==> src/rtl/seq_pkg.sv <==
// Shared types and helpers for the sequence-operator checker family.
// Latency: n/a (types and pure functions only).
// Backpressure: n/a.
package seq_pkg;

  // Attempt state for the sequence checkers.
  typedef enum logic {
    IDLE = 1'b0,
    EVAL = 1'b1
  } seq_state_e;

  // Width of a delay counter that must hold values 0..max_dly.
  function automatic int dly_w(input int max_dly);
    return $clog2(max_dly + 1);
  endfunction

  // Increment that sticks at max_val instead of wrapping.
  function automatic logic [31:0] sat_inc(input logic [31:0] val,
                                          input logic [31:0] max_val);
    return (val >= max_val) ? max_val : val + 32'd1;
  endfunction

endpackage

==> src/rtl/seq_and_n_if.sv <==
// Bundle of attempt-control inputs and verdict outputs for seq_and_n.
// Latency: n/a (wiring only).
// Backpressure: none; launches are dropped while an attempt is in progress.
// Ports: master drives en/sig/mask/clr_cnt and observes status; slave is the checker.
interface seq_and_n_if #(
  parameter int N_SIG = 2,
  parameter int CNT_W = 16
);
  logic             en;
  logic [N_SIG-1:0] sig;
  logic [N_SIG-1:0] mask;
  logic             clr_cnt;
  logic             busy;
  logic [N_SIG-1:0] seen;
  logic             match;
  logic             fail;
  logic [CNT_W-1:0] match_cnt;
  logic [CNT_W-1:0] fail_cnt;

  modport master (
    output en, sig, mask, clr_cnt,
    input  busy, seen, match, fail, match_cnt, fail_cnt
  );

  modport slave (
    input  en, sig, mask, clr_cnt,
    output busy, seen, match, fail, match_cnt, fail_cnt
  );
endinterface

==> src/rtl/sat_counter.sv <==
// Saturating event counter with synchronous clear.
// Latency: count updates on the edge where inc is sampled high.
// Backpressure: none; clr wins over a same-edge inc, count sticks at all-ones.
// Ports: clk, rst_n, inc (count event), clr (force zero), cnt (current count).
module sat_counter
  import seq_pkg::*;
#(
  parameter int CNT_W = 16
) (
  input  logic             clk,
  input  logic             rst_n,
  input  logic             inc,
  input  logic             clr,
  output logic [CNT_W-1:0] cnt
);

  localparam logic [31:0] MAX_VAL = 32'((64'd1 << CNT_W) - 64'd1);

  always_ff @(posedge clk or negedge rst_n) begin
    if (!rst_n) begin
      cnt <= '0;
    end else if (clr) begin
      cnt <= '0;
    end else if (inc) begin
      cnt <= CNT_W'(sat_inc(32'(cnt), MAX_VAL));
    end
  end

endmodule

==> src/rtl/seq_and_n.sv <==
// Multi-channel sequence-AND checker: every masked channel must be seen high within a window.
// Latency: match/fail pulse one cycle after the deciding edge; window is edges t..t+MAX_DLY.
// Backpressure: en is ignored while busy and on the deciding edge; no queueing.
// Ports: clk, rst_n, bus (slave modport: en/sig/mask/clr_cnt in, busy/seen/match/fail/counters out).
module seq_and_n
  import seq_pkg::*;
#(
  parameter int N_SIG   = 2,
  parameter int MAX_DLY = 8,
  parameter int CNT_W   = 16
) (
  input  logic        clk,
  input  logic        rst_n,
  seq_and_n_if.slave  bus
);

  localparam int            DW   = dly_w(MAX_DLY);
  localparam logic [DW-1:0] LAST = DW'(MAX_DLY);

  seq_state_e       state;
  logic [N_SIG-1:0] mask_q;
  logic [N_SIG-1:0] seen_q;
  logic [DW-1:0]    dly_q;
  logic             busy_q;
  logic             match_q;
  logic             fail_q;

  logic [N_SIG-1:0] hit;
  logic [N_SIG-1:0] seen_nxt;
  logic [DW-1:0]    dly_nxt;
  logic             launch;
  logic             match_set;
  logic             fail_set;
  logic [CNT_W-1:0] match_cnt;
  logic [CNT_W-1:0] fail_cnt;

  // Decision logic for the current edge. Masked-off channels are gated
  // before anything else so X on them never reaches state.
  always_comb begin
    hit       = '0;
    seen_nxt  = seen_q;
    dly_nxt   = dly_q;
    launch    = 1'b0;
    match_set = 1'b0;
    fail_set  = 1'b0;
    if (state == IDLE) begin
      hit       = bus.sig & bus.mask;
      seen_nxt  = hit;
      dly_nxt   = '0;
      launch    = bus.en;
      // All requested channels already high at launch (or empty mask).
      match_set = bus.en && (hit == bus.mask);
    end else begin
      hit       = bus.sig & mask_q;
      seen_nxt  = seen_q | hit;
      dly_nxt   = dly_q + DW'(1);
      match_set = (seen_nxt == mask_q);
      // Completion on the last window edge counts as a match.
      fail_set  = !match_set && (dly_nxt == LAST);
    end
  end

  always_ff @(posedge clk or negedge rst_n) begin
    if (!rst_n) begin
      state   <= IDLE;
      mask_q  <= '0;
      seen_q  <= '0;
      dly_q   <= '0;
      busy_q  <= 1'b0;
      match_q <= 1'b0;
      fail_q  <= 1'b0;
    end else begin
      match_q <= match_set;
      fail_q  <= fail_set;
      case (state)
        IDLE: begin
          if (launch) begin
            mask_q <= bus.mask;
            seen_q <= seen_nxt;
            dly_q  <= '0;
            if (!match_set) begin
              state  <= EVAL;
              busy_q <= 1'b1;
            end
          end
        end
        EVAL: begin
          seen_q <= seen_nxt;
          dly_q  <= dly_nxt;
          if (match_set || fail_set) begin
            state  <= IDLE;
            busy_q <= 1'b0;
          end
        end
        default: state <= IDLE;
      endcase
    end
  end

  sat_counter #(.CNT_W(CNT_W)) u_match_cnt (
    .clk   (clk),
    .rst_n (rst_n),
    .inc   (match_set),
    .clr   (bus.clr_cnt),
    .cnt   (match_cnt)
  );

  sat_counter #(.CNT_W(CNT_W)) u_fail_cnt (
    .clk   (clk),
    .rst_n (rst_n),
    .inc   (fail_set),
    .clr   (bus.clr_cnt),
    .cnt   (fail_cnt)
  );

  assign bus.busy      = busy_q;
  assign bus.seen      = seen_q;
  assign bus.match     = match_q;
  assign bus.fail      = fail_q;
  assign bus.match_cnt = match_cnt;
  assign bus.fail_cnt  = fail_cnt;

endmodule

==> src/flat_wrapper.sv <==
// flat-port wrapper written by rule: the top's interface ports become plain ports
module seq_and_n_flat import seq_pkg::*;
#(
  parameter int N_SIG   = 2,
  parameter int MAX_DLY = 8,
  parameter int CNT_W   = 16
)
  (clk, rst_n, bus_en, bus_sig, bus_mask, bus_clr_cnt, bus_busy, bus_seen, bus_match, bus_fail, bus_match_cnt, bus_fail_cnt);
  seq_and_n_if #(.N_SIG(N_SIG), .CNT_W(CNT_W)) bus_i ();
  input  logic clk;
  input  logic rst_n;
  input wire logic [$bits(bus_i.en)-1:0] bus_en;
  input wire logic [$bits(bus_i.sig)-1:0] bus_sig;
  input wire logic [$bits(bus_i.mask)-1:0] bus_mask;
  input wire logic [$bits(bus_i.clr_cnt)-1:0] bus_clr_cnt;
  output wire logic [$bits(bus_i.busy)-1:0] bus_busy;
  output wire logic [$bits(bus_i.seen)-1:0] bus_seen;
  output wire logic [$bits(bus_i.match)-1:0] bus_match;
  output wire logic [$bits(bus_i.fail)-1:0] bus_fail;
  output wire logic [$bits(bus_i.match_cnt)-1:0] bus_match_cnt;
  output wire logic [$bits(bus_i.fail_cnt)-1:0] bus_fail_cnt;
  assign bus_i.en = bus_en;
  assign bus_i.sig = bus_sig;
  assign bus_i.mask = bus_mask;
  assign bus_i.clr_cnt = bus_clr_cnt;
  assign bus_busy = bus_i.busy;
  assign bus_seen = bus_i.seen;
  assign bus_match = bus_i.match;
  assign bus_fail = bus_i.fail;
  assign bus_match_cnt = bus_i.match_cnt;
  assign bus_fail_cnt = bus_i.fail_cnt;
  seq_and_n #(.N_SIG(N_SIG), .MAX_DLY(MAX_DLY), .CNT_W(CNT_W)) u_core (.clk(clk), .rst_n(rst_n), .bus(bus_i));
endmodule
==> config.mk <==
export PLATFORM = sky130hd
export DESIGN_NAME = seq_and_n_flat
export DESIGN_NICKNAME = d
export VERILOG_FILES = /design/src/rtl/seq_pkg.sv /design/src/rtl/seq_and_n_if.sv /design/src/rtl/sat_counter.sv /design/src/rtl/seq_and_n.sv /design/src/flat_wrapper.sv
export SDC_FILE = /design/constraint.sdc
export NUM_CORES = 1
export LEC_CHECK = 0
export CAP_MARGIN = 20
export CELL_PAD_IN_SITES_DETAIL_PLACEMENT = 0
export CELL_PAD_IN_SITES_GLOBAL_PLACEMENT = 1
export CORE_MARGIN = 4
export CORE_UTILIZATION = 42
export CTS_CLUSTER_DIAMETER = 40
export DETAILED_ROUTE_END_ITERATION = 7
export HOLD_SLACK_MARGIN = 0.05
export PLACE_DENSITY = 0.84
export SYNTH_ARGS = -nofsm -noshare
export SYNTH_HDL_FRONTEND = slang
export SYNTH_HIERARCHICAL = 1
export SYNTH_SLANG_ARGS = --single-unit
==> constraint.sdc <==
create_clock -name clk -period 3.3 [get_ports clk]
set_input_delay 0.66 -clock clk [delete_from_list [all_inputs] [get_ports clk]]
set_output_delay 0.66 -clock clk [all_outputs]
set_load 0.005 [all_outputs]
After elaboration in Yosys (flattened, before gate mapping)
Index checks and enable logic that the tools add are counted.

$add $sub $neg: 3. Magnitude comparators: 2. Equality and inequality tests: 6. Muxes and demuxes: 22. Bitwise operators: 4. Reductions and logical operators: 8.

Operators with widths (count): $mux 16 (6); $add 16x1->16 const B (2); $ge 16x16->1 const B (2); $mux 1 (9); $pmux 4 s2 (1); $add 4x1->4 const B (1); $and 2x2->2 (2); $eq 2x2->1 (2); $eq 4x4->1 const B (1); $mux 2 (2); $mux 4 (1); $ne 2x2->1 const B (2); $pmux 1 s2 (2); $pmux 2 s2 (1); $reduce_bool 2->1 (2); $reduce_and 3->1 (1); $logic_and 1x1->1 (2); $ne 2x1->1 const B (1); $or 2x2->2 (1); $reduce_and 2->1 (1); $logic_not 1->1 (1); $logic_or 1x1->1 (1); $not 1->1 (1).

Bits in registers: 44. Input port bits: 8. Output and inout bits: 37. Logic and storage cells: 54.

Depth between registers and ports, before layout
Depth in word-level cells: 9. Gate-level depth with buffers: 10. Mapped depth without buffers: 8.

Cells and area by module
The synthesis kept the hierarchy.

Modules (own cells, without submodules): sat_counter (instances 2, cells an instance 100, area each 903.4 um^2, seq. area each 400.4 um^2); seq_and_n (instances 1, cells an instance 57, area each 598.1 um^2, seq. area each 300.3 um^2).

Worst setup path after synthesis
OpenSTA, ideal clock, no wires.

Path kind: input-to-reg. Start: input bus_sig[1]. End: register u_core.u_match_cnt.cnt[13]. Setup time: 131 ps. Arrival: 2125 ps. Required time: 3169 ps. Setup slack: 1044 ps. Cell stages on the path: 9. Buffers on the path: 2. Cells stage by stage: nor3b_1 -> nor3_2 -> o2bb2ai_1 -> clkbuf_2 -> and4_1 -> clkbuf_1 -> and2_1 -> and4b_1 -> nor3_2.

Word-level cells in the longest chain between the ends: 5. Elaborated cells between the ends (all ways): 8. Those cells by class: eq/ne: 2; mux: 1; bitwise: 3; reduce/logical: 2.

Ends and longest elaborated chain: start: declaration (RTL line flat_wrapper.sv:13) `input wire logic [$bits(bus_i.sig)-1:0] bus_sig;`; $and 2x2->2, on equally long branches (RTL line seq_and_n.sv:54, seq_and_n.sv:47); $or 2x2->2 or $eq 2x2->1 (tied branches) (RTL line seq_and_n.sv:55, seq_and_n.sv:52); $eq 2x2->1 or $logic_and 1x1->1 (tied branches) (RTL line seq_and_n.sv:57, seq_and_n.sv:52); $mux 1 * (RTL line seq_and_n.sv:46) `if (state == IDLE) begin`; via u_core.match_set (RTL line seq_and_n.sv:32) `logic match_set;`; $reduce_bool 2->1 (no line) *; end signal: assignment (RTL line sat_counter.sv:25) `cnt <= CNT_W'(sat_inc(32'(cnt), MAX_VAL));`; end: declaration (RTL line sat_counter.sv:14) `output logic [CNT_W-1:0] cnt`.

The timed path passes the listed nets; every way through them passes the cells marked *. A chain may end at the register's enable or synchronous reset.

Final worst setup path
Same ends and word-level chain as after synthesis.

==> metrics.md <==
| Metric | Value |
|---|---|
| Status | `finished, final reports clean` |
| WL final | `5.556 mm` |
| Cts bufs inserted | `5` |
| Critical Path Source | `bus_sig[1]` |
| Placer Congestion | `0.7746` |
| Critical path startpoint category | `input port` |
| Total die area | `7001 sq um` |
| Syn Nets | `269` |
| Ant. Diodes | `0` |
| Most used routing layer in global routing | `met2` |
| Post-route DRC | `0` |
| Clock Latency Late Sink | `300 ps` |
| Net Sw Frac | `30.59%` |
| Util after Layout | `54.07%` |
| Synth area leaders | `dfrtp_1 46%, nor3_1 4.2%, nor2_1 3.9%, a21oi_1 2.9%, nand2_1 2.7%` |
| Met1 GRT Util | `23.23%` |
| Static leakage | `0.001269 uW` |
| Fin cells | `368` |
| Post-DR wirelength/cell | `15.10 um` |
| Via count | `2105` |
| RSZ-0062 raised after global routing | `no` |
| P_sw | `410.0 uW` |
| Cell taking the most area after synthesis | `dfrtp_1` |
| Worst path arrival time | `2630 ps` |
| Top FF cell, synth | `dfrtp_1` |
| Pint | `930.3 uW` |
| CORE AREA | `5540 sq um` |
| CP endpoint kind | `flip-flop` |
| Number of synthesized register bits | `44` |
| Seq/Total Area, Yosys | `45.79%` |
| Sequential power share | `50.2%` |
| Critical path class | `in -> reg` |
| Cell Area, Synth | `2405 sq um` |
| Most frequent cells in the layout | `44 x dfrtp_1, 43 x clkdlybuf4s50_1, 25 x nor2_1` |
| Vias in the first global route | `2010` |
| Most common cell after layout, fill and taps aside | `dfrtp_1` |
| Min Tclk post-route | `2472 ps` |
| Number of hold buffers added after CTS | `0` |
| Nets@finish | `307` |
| Die W | `83.67 um` |
| Post-synth EDFFs | `0` |
| Clock power frac | `26.5%` |
| Hold Crit Class | `in -> async` |
| Logic gate share of total power | `23.4%` |
| Worst Path Max Fanout | `7` |
| Setup TNS Final | `0 ps` |
| Starting density of the core | `43.41%` |
| Wire length of the first global-routing pass | `9.742 mm` |
| Initial antenna violation count | `0` |
| Final setup viols | `0` |
| Post-synth top area share | `45.79%` |
| WP data required | `3460 ps` |
| Synth warnings | `6` |
| Fin. Hold Viols | `0` |
| CTS HTree Levels | `2` |
| Via density | `5.720` |
| Synth-to-Final Area Change | `24.56%` |
| HPWL after detailed placement | `3.859 mm` |
| Worst-Margin Slew | `825.5 ps` |
| DR iter-0 viols | `175` |
| Row count | `27` |
| Headroom to the max-slew limit | `44.79%` |
| Period utilization | `74.92%` |
| PortBufs | `44` |
| Grt ovf | `0` |
| PwrDens | `447.5 nW/um^2` |
| Total chip power | `1340 uW` |
| Share of post-route cells with drive strength above 1 | `10.14%` |
| Antenna-violating nets left | `0` |
| Count of cell types in the netlist | `43` |
| Overall routing resource usage | `16.85%` |
| CTS resizes | `0` |
| Maximum VDD drop | `325.1 uV` |
| Sink Count | `44` |
| Clock slew at reported path FFs | `80 ps` |
| Syn Area/Cell | `9.357 sq um` |
| Clock buffer depth | `2` |
| Synth async-reset ratio | `100.0%` |
| Drt pass-1 iters | `4` |
| R2r startpoint | `u_core/dly_q[0]` |
| Worst Skew | `5.261 ps` |
| Root buf cell | `clkbuf_8` |
| GR Util met3 | `4.442%` |
| Max-slew violation count | `0` |
| Hold slack | `346.7 ps` |
| Post-CTS setup buffer count | `0` |
| Largest net degree at the start of global routing | `45` |
| Max Clock Freq | `0.4045 GHz` |
| Number of I/O pins | `45` |
| Synth Instances | `257` |
| Grt met2 use | `26.25%` |
| Die height | `83.67 um` |
| Max-cap violations | `0` |
| # placed instances | `359` |
| CTS tree | `done` |
==> area by class of cell <==
cell class              instances  area, sq um
fillers                       518         2545
multi-input cells             188         1196
flip-flops and latches         44         1101
repair buffers                 48        485.5
well taps                      72        90.09
clock buffers                   6        82.58
inverters                       8        30.03
clock inverters                 2        10.01
==> path summary, 6_finish.rpt <==
| check | endpoint | slack [ps] | cells past startpoint |
|---|---|---|---|
| min in group clk | u_core/mask_q[0] | 530 | 2 |
| max in group asynchronous | u_core/u_match_cnt/cnt[7] | 2440 | 2 |
| worst max-delay path | u_core/u_match_cnt/cnt[13] | 830 | 8 |
| worst min register to register | u_core/mask_q[0] | 530 | 2 |
| worst max register to register | u_core/u_fail_cnt/cnt[13] | 980 | 8 |
| worst min-delay path | u_core/u_match_cnt/cnt[15] | 350 | 1 |
==> cells by family (layout without fill, tap and decap cells) <==
logic type / Yosys count / count (layout) / share of synthesized area [%]
adders and majority gates: 4 / 4 / 2.081
DFF: 44 / 44 / 45.79
buffers and inverters: 25 / 64 / 4.474
and+or+nand+nor: 124 / 124 / 31.11
AOI/OAI and AO/OA: 58 / 58 / 15.51
xor gates and xnor gates: 2 / 2 / 1.041
==> cells in the mapped netlist (all sizes together), types with 3 or more instances <==
master	instances
o31ai	4
nor3b	4
inv	8
nor2b	6
nor4	4
o22ai	4
nor2	25
dfrtp	44
and4b	4
buf	3
nor3	23
ha	4
a31oi	6
clkbuf	14
and4	5
and3	10
o21ai	12
a211oi	8
nand3	11
nand4	12
nand2	17
a21oi	14
==> worst max-delay path, cell delays in order <==
cell             delay [ps]
clkdlybuf4s50_1         500
nor3b_1                  70
nor3_2                  340
o2bb2ai_1               210
and4_1                  360
and2_1                  210
and4b_1                 230
nor3_2                   50
==> flip-flops by register name (all words and copies together), names as in the netlist, 2 cells and up <==
| register | cells |
|---|---|
| u_core/mask_q | 2 |
| u_core/bus.seen | 2 |
| u_core/dly_q | 4 |
| u_core/u_match_cnt/cnt | 16 |
| u_core/u_fail_cnt/cnt | 16 |
==> power groups by stage <==
stage	clock network (uW)	registers (uW)	logic, uW
2_1_floorplan	0	661	196
3_3_place_gp	0	684	306
3_5_place_dp	0	685	312
4_1_cts	371	674	313
5_1_grt	397	688	349
6_report	355	673	313
==> routing by layer <==
metal  wire (um)  vias up
li1            -     1035
met4          68        0
met3         281        4
met1        2680     1013
met5           0        -
met2        2526       53
==> through the flow <==
stage	instance area, sq um	setup WS, ps
6_report	2995	827.6
5_1_grt	2995	590.7
4_1_cts	2968	843.5
3_5_place_dp	2875	518.4
3_3_place_gp	2875	567.4
2_1_floorplan	2405	1044
(Power assumes the default switching activity.)
